## src/rtl/mru_arb_pkg.sv

```systemverilog
// rtl/mru_arb_pkg.sv - shared state encoding, op codes and defaults for the MRU access arbiter
package mru_arb_pkg;

  typedef enum logic [2:0] {
    IDLE      = 3'd0,
    ISSUE     = 3'd1,
    WAIT_BUSY = 3'd2,
    GET_WAIT  = 3'd3,
    RESP      = 3'd4
  } state_t;

  localparam logic OP_GET = 1'b0;
  localparam logic OP_SET = 1'b1;

  localparam int DEFAULT_TIMEOUT_CYC = 32;

endpackage

```

## src/rtl/rr_arbiter.sv

```systemverilog
// rtl/rr_arbiter.sv - combinational round-robin pick of the first valid requester after last_grant
module rr_arbiter
  import mru_arb_pkg::*;
#(
  parameter int NUM_REQ = 4
) (
  input  logic [NUM_REQ-1:0]         valid,
  input  logic [$clog2(NUM_REQ)-1:0] last_grant,
  output logic [NUM_REQ-1:0]         grant,
  output logic [$clog2(NUM_REQ)-1:0] grant_idx,
  output logic                       grant_any
);

  localparam int ID_W = $clog2(NUM_REQ);

  int            cand;
  logic [ID_W-1:0] cand_idx;

  // scan requesters starting just after the previous winner, wrapping around
  always_comb begin
    grant     = '0;
    grant_idx = '0;
    grant_any = 1'b0;
    cand      = 0;
    cand_idx  = '0;
    for (int off = 1; off <= NUM_REQ; off++) begin
      cand = int'(last_grant) + off;
      if (cand >= NUM_REQ) cand = cand - NUM_REQ;
      cand_idx = ID_W'(cand);
      if (!grant_any && valid[cand_idx]) begin
        grant_any       = 1'b1;
        grant[cand_idx] = 1'b1;
        grant_idx       = cand_idx;
      end
    end
  end

endmodule

```

## src/rtl/mru_access_arbiter.sv

```systemverilog
// rtl/mru_access_arbiter.sv - round-robin sharing of one MRU buffer set/get port; MRU_ARB_TIMEOUT_EN adds a busy watchdog
module mru_access_arbiter
  import mru_arb_pkg::*;
#(
  parameter int NUM_REQ     = 4,
  parameter int WIDTH       = 16,
  parameter int BUF_SIZE    = 8,
  parameter int TIMEOUT_CYC = DEFAULT_TIMEOUT_CYC
) (
  input  logic                       clk,
  input  logic                       rst,
  input  logic [NUM_REQ-1:0]         req_valid_i,
  input  logic [NUM_REQ-1:0]         req_op_i,
  input  logic [NUM_REQ*WIDTH-1:0]   req_data_i,
  output logic [NUM_REQ-1:0]         req_ready_o,
  output logic                       rsp_valid_o,
  output logic [$clog2(NUM_REQ)-1:0] rsp_id_o,
  output logic [WIDTH-1:0]           rsp_data_o,
  output logic                       rsp_err_o,
  output logic                       buf_en_o,
  output logic                       buf_set_o,
  output logic                       buf_get_o,
  output logic [WIDTH-1:0]           buf_data_o,
  input  logic                       buf_busy_i,
  input  logic [WIDTH-1:0]           buf_data_i
);

  localparam int ID_W   = $clog2(NUM_REQ);
  localparam int ADDR_W = $clog2(BUF_SIZE);
  localparam logic [WIDTH-1:0] IDX_MASK = {{(WIDTH-ADDR_W){1'b0}}, {ADDR_W{1'b1}}};

  state_t          state_q, state_d;
  logic [ID_W-1:0] last_grant_q;
  logic [ID_W-1:0] id_q;
  logic            op_q;
  logic [WIDTH-1:0] data_q;
  logic [WIDTH-1:0] rdata_q;
  logic            err_q;
  logic            timeout_hit;

  logic [NUM_REQ-1:0] grant;
  logic [ID_W-1:0]    grant_idx;
  logic               grant_any;
  logic               sel_op;
  logic [WIDTH-1:0]   sel_data;

  rr_arbiter #(.NUM_REQ(NUM_REQ)) u_rr (
    .valid      (req_valid_i),
    .last_grant (last_grant_q),
    .grant      (grant),
    .grant_idx  (grant_idx),
    .grant_any  (grant_any)
  );

  // pick the winner's op and data word out of the packed request buses
  always_comb begin
    sel_op   = 1'b0;
    sel_data = '0;
    for (int i = 0; i < NUM_REQ; i++) begin
      if (grant[i]) begin
        sel_op   = req_op_i[i];
        sel_data = req_data_i[i*WIDTH +: WIDTH];
      end
    end
  end

`ifdef MRU_ARB_TIMEOUT_EN
  localparam int WD_W = $clog2(TIMEOUT_CYC + 1);
  logic [WD_W-1:0] wd_q;

  // watchdog counts busy cycles while waiting; zero whenever outside WAIT_BUSY
  always_ff @(posedge clk) begin
    if (rst || state_q != WAIT_BUSY) wd_q <= '0;
    else if (buf_busy_i)             wd_q <= wd_q + 1'b1;
  end

  assign timeout_hit = (state_q == WAIT_BUSY) && buf_busy_i && (wd_q == WD_W'(TIMEOUT_CYC - 1));
`else
  logic [31:0] timeout_unused;
  assign timeout_unused = 32'(TIMEOUT_CYC);
  assign timeout_hit    = 1'b0;
`endif

  // next-state sequencing of a single operation
  always_comb begin
    state_d = state_q;
    case (state_q)
      IDLE:      if (grant_any) state_d = ISSUE;
      ISSUE:     state_d = (op_q == OP_SET) ? WAIT_BUSY : GET_WAIT;
      WAIT_BUSY: if (!buf_busy_i || timeout_hit) state_d = RESP;
      GET_WAIT:  state_d = RESP;
      RESP:      state_d = IDLE;
      default:   state_d = IDLE;
    endcase
  end

  // state register plus latched request, read data and error flag
  always_ff @(posedge clk) begin
    if (rst) begin
      state_q      <= IDLE;
      last_grant_q <= ID_W'(NUM_REQ - 1);
      id_q         <= '0;
      op_q         <= OP_GET;
      data_q       <= '0;
      rdata_q      <= '0;
      err_q        <= 1'b0;
    end else begin
      state_q <= state_d;
      if (state_q == IDLE && grant_any) begin
        id_q         <= grant_idx;
        last_grant_q <= grant_idx;
        op_q         <= sel_op;
        data_q       <= (sel_op == OP_SET) ? sel_data : (sel_data & IDX_MASK);
        rdata_q      <= '0;
        err_q        <= 1'b0;
      end
      if (state_q == GET_WAIT) rdata_q <= buf_data_i;
      if (timeout_hit)         err_q   <= 1'b1;
    end
  end

  assign buf_en_o    = ~rst;
  assign req_ready_o = (!rst && state_q == IDLE) ? grant : '0;
  assign buf_set_o   = !rst && state_q == ISSUE && op_q == OP_SET;
  assign buf_get_o   = !rst && state_q == ISSUE && op_q == OP_GET;
  assign buf_data_o  = (state_q != IDLE) ? data_q : '0;
  assign rsp_valid_o = !rst && state_q == RESP;
  assign rsp_id_o    = rsp_valid_o ? id_q : '0;
  assign rsp_data_o  = rsp_valid_o ? rdata_q : '0;
  assign rsp_err_o   = rsp_valid_o & err_q;

endmodule

```

## config.mk

```make
export PLATFORM = sky130hd
export DESIGN_NAME = mru_access_arbiter
export DESIGN_NICKNAME = d
export VERILOG_FILES = /design/src/rtl/mru_arb_pkg.sv /design/src/rtl/rr_arbiter.sv /design/src/rtl/mru_access_arbiter.sv
export SDC_FILE = /design/constraint.sdc
export NUM_CORES = 1
export LEC_CHECK = 0
export ABC_AREA = 1
export BUFFER_PORTS_ARGS = -buffer_cell sky130_fd_sc_hd__buf_2
export CELL_PAD_IN_SITES_DETAIL_PLACEMENT = 1
export CELL_PAD_IN_SITES_GLOBAL_PLACEMENT = 1
export CORE_ASPECT_RATIO = 1.1
export CORE_MARGIN = 3
export CORE_UTILIZATION = 32
export CTS_CLUSTER_DIAMETER = 100
export CTS_CLUSTER_SIZE = 40
export DETAILED_ROUTE_END_ITERATION = 10
export GPL_ROUTABILITY_DRIVEN = 0
export MAX_ROUTING_LAYER = met4
export PLACE_DENSITY_LB_ADDON = 0.1
export SKIP_LAST_GASP = 1
export SLEW_MARGIN = 15
export SYNTH_ARGS = -nofsm -noshare
export SYNTH_HDL_FRONTEND = slang
export SYNTH_HIERARCHICAL = 1
export SYNTH_SLANG_ARGS = --single-unit
```

## constraint.sdc

```tcl
create_clock -name clk -period 3.22 [get_ports clk]
set_clock_uncertainty 0.15 [all_clocks]
set_input_delay 0.322 -clock clk [delete_from_list [all_inputs] [get_ports clk]]
set_output_delay 0.322 -clock clk [all_outputs]
set_load 0.05 [all_outputs]
```

==> flow_metrics.py, run 1 <==
metrics = {
    "critical_path": {
        "cp_common_cell": "inv_1",
        "crit_path_start_kind": "flop",
        "crit_path_end_kind": "primary output",
        "worstPathCellList": "inv_1 -> ha_1 -> inv_1 -> nand2_2 -> nand2_2 -> nor2_2 -> a21oi_1 -> nand3_1 -> buf_4 -> inv_1 -> nor2_1 -> buf_4",
        "r2r_start": "last_grant_q[1]",
        "r2r_slack_ns": 0.40,
        "reg2reg_to": "data_q[4]",
        "cpMaxStageDelayCell": "dfxtp_2",
        "crit_type": "flop to primary output",
        "crit_fanout": 15,
        "crit_buf_inv": 5,
        "path_delay_family": "buffers and inverters",
        "slowest_delay_ns": 0.41,
        "crit_required_ns": 2.75,
        "r2r.worst_path.cells": 17,
        "worstPathArrival_ns": 2.52,
    },
    "cells_and_area": {
        "area_growth_pct": 26.30,
        "layout.cells.non_filler": 754,
        "drive_above_1_share_pct": 30.78,
        "final_area_sq_um": 3894,
        "diodes": 0,
        "final_nets": 739,
    },
    "detailed_routing": {
        "first_pass_iters": 6,
        "postRouteAntennaNets": 0,
        "drtIter0Drc": 89,
        "vias_per_cell": 4.764,
        "wl_per_cell_um": 13.82,
        "dr_total_vias": 3592,
        "drc": 0,
        "wirelength_mm": 10.42,
    },
    "power_and_ir_drop": {
        "peakVddDrop_mv": 0.5140,
        "leakagePower_nw": 2.051,
        "power_mw": 4.378,
        "powerDensity_nw_per_um2": 1124,
    },
    "placed_design": {
        "placed_cells": 747,
        "port_buffers": 132,
        "dp_hpwl_mm": 8.315,
        "placed_area_sq_um": 3794,
    },
    "floorplan": {
        "pin_count": 134,
        "row_count": 36,
        "die_w_um": 99.59,
        "initial_core_util_pct": 33.88,
        "die_area_sq_um": 10850,
        "dieHeight_um": 108.9,
        "core_area_sq_um": 9099,
    },
    "job": {
        "cap_violations": 0,
    },
    "cts": {
        "cts_buffers": 5,
        "cts_tree": "yes",
        "cts.clk_slew.worst_paths_ns": 0.07,
        "root_buffer": "clkbuf_8",
        "postCtsHoldBufs": 0,
        "h-tree-depth": 2,
        "clock_latency_ns": 0.29,
        "cts_buffer_depth": 2,
        "cts_sinks": 40,
    },
    "grt": {
        "grt-ovfl-total": 0,
        "grtUsageTotal_pct": 19.12,
        "grt_pass1_vias": 3510,
        "grt_start_max_net_pins": 22,
        "antenna_found_initial": 0,
        "grt_pass1_wl_mm": 16.44,
    },
    "sta": {
        "worst_pin_slew_ns": 0.5208,
        "relSlewSlack_pct": 65.06,
        "min_period_ns": 2.997,
        "setup_violations": 0,
        "rsz0062_at_grt": "no",
        "maxSlewViolCount": 0,
        "finalSetupTns_ns": 0,
        "finalHoldViolCount": 0,
        "finalCritPeriodShare_pct": 93.07,
        "fmax_mhz": 333.7,
    },
    "outcome": {
        "status": "finished clean",
    },
    "logic_synthesis": {
        "synth_area_per_cell_sq_um": 5.963,
        "ys_types": 34,
        "synth_edf_count": 0,
        "yosys_warnings": 6,
        "async_reset_ff_share_pct": 0,
        "syn_area_sq_um": 3083,
        "synth_seq_area_share_pct": 25.97,
        "syn-instance-count": 517,
        "yosys_register_bits": 40,
        "synth_flop_cell": "dfxtp_1",
        "synth_nets": 616,
    },
    "worst_hold_path": {
        "hold_path_depth": 3,
        "hold_end": "rdata_q[9]",
        "hold_start": "buf_data_i[9]",
        "hp-class": "primary input to flop",
    },
}
-- what timing repair did --
action,4_1_cts,5_1_grt
gates resized for setup,0,9
buffers inserted,0,0
setup endpoints to repair,0,18
-- worst register-to-register path: stages (launching register included) --
cell,delay (ns)
dfxtp_2,0.41
inv_1,0.15
ha_1,0.36
inv_1,0.08
nand2_2,0.12
nand2_2,0.08
nor2_2,0.20
a21oi_1,0.11
nand3_1,0.20
inv_6,0.10
nand3_2,0.07
nand2_1,0.05
nand2_1,0.05
nand2_1,0.06
nand2_2,0.30
nor2_1,0.08
nor2_1,0.10
nor2_1,0.05
-- metal layers --
metal | up-vias | wire length, um | track usage, %
met5 | - | 0 | -
met4 | 0 | 129 | 4.488
met3 | 9 | 462 | 2.111
met2 | 92 | 5066 | 31.72
met1 | 1650 | 4759 | 25.08
li1 | 1841 | - | -
-- metrics by stage --
stage | setup slack, ns | hold WS [ns] | utilization (%)
after global routing | 0.01081 | 0.1538 | 42.79
after CTS | 0.01934 | 0.1456 | 42.55
after global placement | 0.3690 | 0.3061 | 41.69
final | 0.2232 | 0.1489 | 42.79
after detailed placement | 0.2405 | 0.3117 | 41.69
after floorplan | 0.2083 | 0.2935 | -
-- layout by cell type, fill, tap and decap left out, types with 4 or more instances in the layout --
| master | synthesis | routed |
|---|---|---|
| o21ai_0 | 5 | 5 |
| nand3_2 | 3 | 5 |
| nor2_1 | 74 | 74 |
| nand2_2 | 7 | 7 |
| inv_1 | 72 | 72 |
| clkbuf_8 | 0 | 5 |
| a21boi_0 | 4 | 4 |
| buf_2 | 13 | 128 |
| buf_4 | 4 | 11 |
| nor2_2 | 14 | 14 |
| inv_2 | 7 | 7 |
| or2_2 | 7 | 7 |
| ha_1 | 8 | 8 |
| nand4_1 | 6 | 6 |
| a21oi_1 | 47 | 47 |
| or2_1 | 6 | 6 |
| nand2_1 | 113 | 113 |
| nand3_1 | 63 | 61 |
| dfxtp_1 | 40 | 38 |
-- kinds of logic after synthesis --
kind of cell | synth area share [%]
buffers and inverters | 15.67
adder cells (fa/ha/maj) | 3.247
other | 0.1216
AO/OA/AOI/OAI | 10.63
flip-flops | 25.97
AND/OR/NAND/NOR | 44.36
-- worst max path at each step --
stage,slack (ns),end,cells past startpoint,from
6_report,0.22,req_ready_o[0],12,last_grant_q[1]
5_1_grt,0.01,req_ready_o[2],11,last_grant_q[1]
4_1_cts,0.02,req_ready_o[0],12,last_grant_q[1]
3_5_place_dp,0.24,data_q[4],15,last_grant_q[1]
3_3_place_gp,0.37,data_q[3],17,last_grant_q[1]
2_1_floorplan,0.21,req_ready_o[2],12,last_grant_q[0]
-- synth_stat cells, types with 3 or more instances --
cell / count / area, sq um
nand2_1: 113 / 424.2
buf_4: 4 / 30.03
o21ai_0: 5 / 25.02
buf_6: 5 / 56.30
o211ai_1: 3 / 22.52
a21oi_1: 47 / 235.2
inv_1: 72 / 270.3
dfxtp_1: 40 / 800.8
clkbuf_1: 3 / 11.26
or2_2: 7 / 43.79
inv_2: 7 / 26.28
or2_1: 6 / 37.54
nor2_1: 74 / 277.8
a21boi_0: 4 / 30.03
nand2_2: 7 / 43.79
nor2_2: 14 / 87.58
nand3_1: 63 / 315.3
buf_2: 13 / 65.06
nand4_1: 6 / 37.54
nand3_2: 3 / 30.03
ha_1: 8 / 100.1
-- state kept, by name, summed over array words and instances (netlist names) --
name,flops
data_q,16
rdata_q,16
state_q,3
id_q,2
last_grant_q,2
op_q,1
-- where the power goes --
group,total [mW],internal (mW),switching [mW]
logic,3.33,1.03,2.30
clock network,0.314,0.147,0.167
registers,0.738,0.640,0.0983
-- area by class of cell --
cell class	instances	area, sq um
clock buffers	6	72.57
inverters	82	315.3
clock inverters	1	5.005
flip-flops and latches	40	803.3
repair buffers	142	745.7
well taps	114	142.6
fillers	1302	5205
multi-input cells	369	1809
(Power assumes the default switching activity.)
==> inputs of run 2 (changes only) <==
- ABC_AREA: 1 -> unset
==> run 2 against run 1 <==
Against the previous run:
- wire length decreased by 16%
- critical path depth unchanged
- fmax decreased by 2.2%
- worst hold slack got worse by 0.022 ns
- global-route usage decreased by 0.076 points
- synthesized cell count decreased by 39%
- critical endpoint is now data_q[12]
==> flow_metrics.py, run 2 <==
metrics = {
    "detailed_routing": {
        "first_pass_iters": 4,
        "drtIter0Drc": 74,
        "wirelength_mm": 8.787,
        "postRouteAntennaNets": 0,
        "vias_per_cell": 5.166,
        "drc": 0,
        "dr_total_vias": 2862,
        "wl_per_cell_um": 15.86,
    },
    "power_and_ir_drop": {
        "leakagePower_nw": 1.674,
        "powerDensity_nw_per_um2": 683.6,
        "peakVddDrop_mv": 0.2441,
        "power_mw": 2.434,
    },
    "logic_synthesis": {
        "synth_flop_cell": "dfxtp_1",
        "ys_types": 49,
        "synthMostInstantiatedCell": "dfxtp_1",
        "async_reset_ff_share_pct": 0,
        "synth_nets": 414,
        "yosys.area.top_type_share_pct": 30.56,
        "syn-instance-count": 315,
        "synth_area_per_cell_sq_um": 8.318,
        "yosys_warnings": 6,
        "synth_seq_area_share_pct": 30.56,
        "yosysTopAreaCell": "dfxtp_1",
        "syn_area_sq_um": 2620,
        "synth_edf_count": 0,
        "yosys_register_bits": 40,
        "synth.cells.most_frequent": "dfxtp_1, a22oi_1, nor2_1",
        "ys_top_cells_by_area": "dfxtp_1, a22oi_1, and2_1, nor2b_1, a21oi_1",
    },
    "grt": {
        "grtUsageTotal_pct": 19.04,
        "antenna_found_initial": 0,
        "grt_pass1_vias": 2911,
        "grt_start_max_net_pins": 30,
        "grt-ovfl-total": 0,
        "grt_pass1_wl_mm": 14.17,
    },
    "critical_path": {
        "crit_type": "flop to flop",
        "crit_buf_inv": 4,
        "crit_required_ns": 3.26,
        "worstPathArrival_ns": 3.10,
        "crit_path_start_kind": "flop",
        "path_delay_family": "compound AO/OA/AOI/OAI gates",
        "r2r_start": "last_grant_q[0]",
        "slowest_delay_ns": 0.56,
        "crit_path_end_kind": "flop",
        "worstPathCellList": "buf_8 -> mux4_2 -> buf_4 -> nand2_1 -> o21ai_1 -> a221o_1 -> buf_4 -> nor4bb_2 -> a2111oi_4 -> nor4_4 -> buf_12 -> a22o_2",
        "r2r_slack_ns": 0.16,
        "r2r.worst_path.cells": 12,
        "cpMaxStageDelayCell": "mux4_2",
        "cp_common_cell": "buf_4",
        "crit_fanout": 13,
        "reg2reg_to": "data_q[12]",
    },
    "sta": {
        "worst_slack_ns": 0.1572,
        "maxSlewViolCount": 0,
        "worst_pin_slew_ns": 1.104,
        "min_period_ns": 3.063,
        "rsz0062_at_grt": "no",
        "relSlewSlack_pct": 26.12,
        "fmax_mhz": 326.5,
        "finalHoldViolCount": 0,
        "setup_violations": 0,
        "finalCritPeriodShare_pct": 95.12,
    },
    "cells_and_area": {
        "final_cell_mix": "buf_2, dfxtp_1, a22oi_1",
        "fillCellCount": 998,
        "multi_input_area_sq_um": 1662,
        "layout.cells.non_filler": 554,
        "seq_area_sq_um": 802.0,
        "diodes": 0,
        "final_nets": 547,
        "area_growth_pct": 35.91,
        "drive_above_1_share_pct": 42.32,
        "reg_top3": "data_q x16, rdata_q x16, state_q x3",
        "fin_util_pct": 46.12,
        "mostFrequentLayoutCell": "buf_2",
    },
    "cts": {
        "clock_latency_ns": 0.29,
        "h-tree-depth": 2,
        "root_buffer": "clkbuf_8",
        "cts_buffer_depth": 2,
        "cts_sinks": 40,
        "cts_tree": "yes",
        "cts.clk_slew.worst_paths_ns": 0.08,
        "postCtsHoldBufs": 0,
        "cts_buffers": 5,
    },
    "placed_design": {
        "post-place-ws_ns": -0.04042,
        "dp_hpwl_mm": 6.695,
        "port_buffers": 132,
        "placed_cells": 539,
    },
    "floorplan": {
        "initial_core_util_pct": 33.93,
        "die_w_um": 92.28,
        "row_count": 33,
        "core_area_sq_um": 7721,
        "die_area_sq_um": 9311,
        "pin_count": 134,
        "dieHeight_um": 100.9,
    },
    "worst_hold_path": {
        "hold_start": "buf_data_i[3]",
        "hold_path_depth": 3,
        "hp-class": "primary input to flop",
        "hold_end": "rdata_q[3]",
    },
    "job": {
        "cap_violations": 0,
    },
    "outcome": {
        "status": "finished clean",
    },
}
[run 2: cell count changes after synthesis, sizes merged, moves of 23 or more]
cell	before	now
nor2	90	29
a22oi	0	29
a21oi	48	25
nand3	66	1
nand2	121	20
inv	81	10
[run 2: cells by family (layout without fill, tap and decap cells)]
logic type	Yosys count	in the layout	share of synthesized area (%)
buffers and inverters	37	171	7.449
muxes	6	6	3.247
adders and majority gates	8	8	3.821
AOI/OAI and AO/OA	111	111	31.04
other	1	1	0.1431
and+or+nand+nor	112	112	23.73
DFF	40	40	30.56
[run 2: layout make-up]
cell class              instances  share of cell area, %
well taps                     105                  3.689
inverters                      10                  1.054
multi-input cells             238                  46.66
clock inverters                 3                 0.5271
clock buffers                   5                  1.933
flip-flops and latches         40                  22.52
repair buffers                153                  23.61
[run 2: repair_timing]
action,CTS,global route
pin swaps,1,1
gates resized for setup,1,8
setup buffers,4,3
setup endpoints to repair,13,18
[run 2: layer usage]
metal | vias up | share of wire [%] | GRT usage [%]
met5 | - | 0 | -
met4 | 0 | 0.84 | 4.343
met3 | 7 | 5.0 | 3.510
met2 | 86 | 48 | 31.07
met1 | 1358 | 46 | 24.62
li1 | 1411 | - | -
[run 2: worst max-delay path by stage]
| stage | slack, ns | to | startpoint | depth (start not counted) |
|---|---|---|---|---|
| global placement | -0.03 | data_q[14] | last_grant_q[0] | 9 |
| global route | 0.009 | data_q[9] | last_grant_q[0] | 12 |
| detailed placement | -0.04 | data_q[14] | last_grant_q[0] | 9 |
| CTS | 0.02 | data_q[12] | last_grant_q[0] | 11 |
| floorplan | 0.02 | req_ready_o[1] | last_grant_q[0] | 11 |
| finish | 0.16 | data_q[12] | last_grant_q[0] | 12 |
[run 2: report_power, final]
part	switching, mW	internal [mW]
logic	0.860	0.604
clock network	0.183	0.151
registers	0.0556	0.580
total	1.10	1.34
[run 2: worst min-delay path: cells and delay by family]
family / cells / cell delay, ns
and+or+nand+nor: 1 / 0.08
buffers and inverters: 1 / 0.07
AOI/OAI and AO/OA: 1 / 0.06
[run 2: per-stage QoR]
| step | setup TNS [ns] | area (sq um) | hold slack (ns) |
|---|---|---|---|
| after floorplan | 0 | 2620 | 0.2817 |
| after global placement | -0.2172 | 3371 | 0.2913 |
| after detailed placement | -0.3414 | 3371 | 0.3006 |
| after CTS | 0 | 3513 | 0.1146 |
| after global routing | 0 | 3561 | 0.1316 |
| final | 0 | 3561 | 0.1271 |
==> inputs of run 3 (changes only) <==
--- a/constraint.sdc
+++ b/constraint.sdc
@@ -4,2 +4,2 @@
 set_output_delay 0.322 -clock clk [all_outputs]
-set_load 0.05 [all_outputs]
+set_load 0.1 [all_outputs]
==> run 3 against run 2 <==
Against the previous run:
- sequential share of layout area is 0.29 points lower
- first-iteration DRC count is 80% higher
- critical path depth is 1 lower
- count of clock-buffer cells in the layout stayed put
- cell count is 0.90% lower
- sequential cell count stayed put
- power is 11% higher
- critical endpoint is now data_q[15]
- largest power group unchanged
- highest routed layer unchanged
==> flow_metrics.py, run 3 (same netlist as run 2, synthesis figures left out) <==
metrics = {
    "worst_hold_path": {
        "hp-class": "primary input to flop",
        "hold_start": "buf_data_i[8]",
        "hold_path_depth": 3,
        "hold_end": "rdata_q[8]",
    },
    "critical_path": {
        "worstPathCellList": "inv_1 -> ha_2 -> mux2i_4 -> o21ai_1 -> a221o_1 -> buf_4 -> nor4bb_2 -> a2111oi_4 -> nor4_4 -> buf_12 -> a22o_2",
        "crit_path_end_kind": "flop",
        "slowest_delay_ns": 0.42,
        "cpMaxStageDelayCell": "ha_2",
        "reg2reg_to": "data_q[15]",
        "crit_buf_inv": 3,
        "crit_fanout": 13,
        "r2r_start": "last_grant_q[1]",
        "r2r_slack_ns": 0.17,
        "crit_type": "flop to flop",
        "crit_path_start_kind": "flop",
        "path_delay_family": "compound AO/OA/AOI/OAI gates",
        "r2r.worst_path.cells": 11,
        "crit_required_ns": 3.25,
        "worstPathArrival_ns": 3.08,
    },
    "cells_and_area": {
        "area_growth_pct": 37.68,
        "reg_top3": "data_q x16, rdata_q x16, state_q x3",
        "final_cell_mix": "buf_2, dfxtp_1, a22oi_1",
        "mostFrequentLayoutCell": "buf_2",
        "drive_above_1_share_pct": 42.34,
        "final_nets": 542,
        "layout.cells.non_filler": 549,
        "multi_input_area_sq_um": 1664,
        "seq_area_sq_um": 802.0,
        "diodes": 0,
        "fin_util_pct": 46.72,
        "fillCellCount": 986,
    },
    "placed_design": {
        "dp_hpwl_mm": 7.164,
        "post-place-ws_ns": -0.09539,
        "port_buffers": 132,
        "placed_cells": 539,
    },
    "power_and_ir_drop": {
        "powerDensity_nw_per_um2": 751.3,
        "power_mw": 2.710,
        "leakagePower_nw": 1.670,
        "peakVddDrop_mv": 0.3060,
    },
    "sta": {
        "rsz0062_at_grt": "no",
        "relSlewSlack_pct": 24.48,
        "worst_slack_ns": 0.1728,
        "finalHoldViolCount": 0,
        "finalCritPeriodShare_pct": 94.63,
        "fmax_mhz": 328.2,
        "finalSetupTns_ns": 0,
        "min_period_ns": 3.047,
        "setup_violations": 0,
        "worst_pin_slew_ns": 1.129,
        "maxSlewViolCount": 0,
    },
    "floorplan": {
        "core_area_sq_um": 7721,
        "initial_core_util_pct": 33.93,
        "dieHeight_um": 100.9,
        "die_area_sq_um": 9311,
        "pin_count": 134,
        "die_w_um": 92.28,
        "row_count": 33,
    },
    "cts": {
        "root_buffer": "clkbuf_8",
        "postCtsHoldBufs": 0,
        "cts_buffer_depth": 2,
        "h-tree-depth": 2,
        "cts.clk_slew.worst_paths_ns": 0.09,
        "cts_sinks": 40,
        "cts_tree": "yes",
        "clock_latency_ns": 0.30,
        "cts_buffers": 5,
    },
    "detailed_routing": {
        "dr_total_vias": 2848,
        "first_pass_iters": 4,
        "vias_per_cell": 5.188,
        "wl_per_cell_um": 16.80,
        "drc": 0,
        "wirelength_mm": 9.225,
        "drtIter0Drc": 133,
        "postRouteAntennaNets": 0,
    },
    "grt": {
        "antenna_found_initial": 0,
        "grt_start_max_net_pins": 30,
        "grt_pass1_wl_mm": 14.66,
        "grt-ovfl-total": 0,
        "grtUsageTotal_pct": 19.96,
        "grt_pass1_vias": 2908,
    },
    "job": {
        "cap_violations": 0,
    },
    "outcome": {
        "status": "finished clean",
    },
}
==> run 3: timing repair <==
item | CTS | global route
endpoints found under the setup margin | 15 | 16
gates resized for setup | 2 | 5
cloned | 0 | 0
pin swaps | 1 | 1
buffers inserted | 1 | 1
==> run 3: how the worst max path moves through the flow <==
stage	slack [ns]	to	from	depth (start not counted)
floorplan	-0.03	req_ready_o[1]	last_grant_q[0]	11
global placement	-0.03	data_q[13]	last_grant_q[0]	8
detailed placement	-0.1	data_q[10]	last_grant_q[0]	9
CTS	0.02	data_q[15]	last_grant_q[0]	9
global route	0.005	data_q[8]	last_grant_q[0]	11
finish	0.17	data_q[15]	last_grant_q[1]	11
==> run 3: metrics by stage <==
step | cell area [sq um] | hold slack [ns]
6_report | 3607 | 0.1173
5_1_grt | 3607 | 0.1423
4_1_cts | 3585 | 0.1148
3_5_place_dp | 3435 | 0.2979
3_3_place_gp | 3435 | 0.2898
2_1_floorplan | 2625 | 0.2817
==> run 3: tightest hold or removal path, stage by stage <==
cell and delay [ns]:
buf_2 0.07, a22oi_1 0.06, nor2_1 0.07
==> run 3: cell type report <==
cell class / count / share of cell area (%)
clock inverters: 3 / 1.283
inverters: 10 / 1.041
flip-flops and latches: 40 / 22.23
repair buffers: 148 / 23.76
clock buffers: 5 / 1.908
well taps: 105 / 3.642
multi-input cells: 238 / 46.13
==> run 3: where the power goes <==
group          switching (mW)  leakage (nW)  internal, mW
Clock                   0.194        0.0548         0.234
Combinational            1.04          1.29         0.607
Sequential             0.0521         0.325         0.580
Total                    1.29          1.67          1.42
==> run 3: metal layers <==
metal / GRT usage, % / routed length (um) / vias up
met3: 2.913 / 407 / 2
met2: 35.06 / 4678 / 76
met5: - / 0 / -
met4: 3.086 / 15 / 0
met1: 24.85 / 4124 / 1368
li1: - / - / 1402
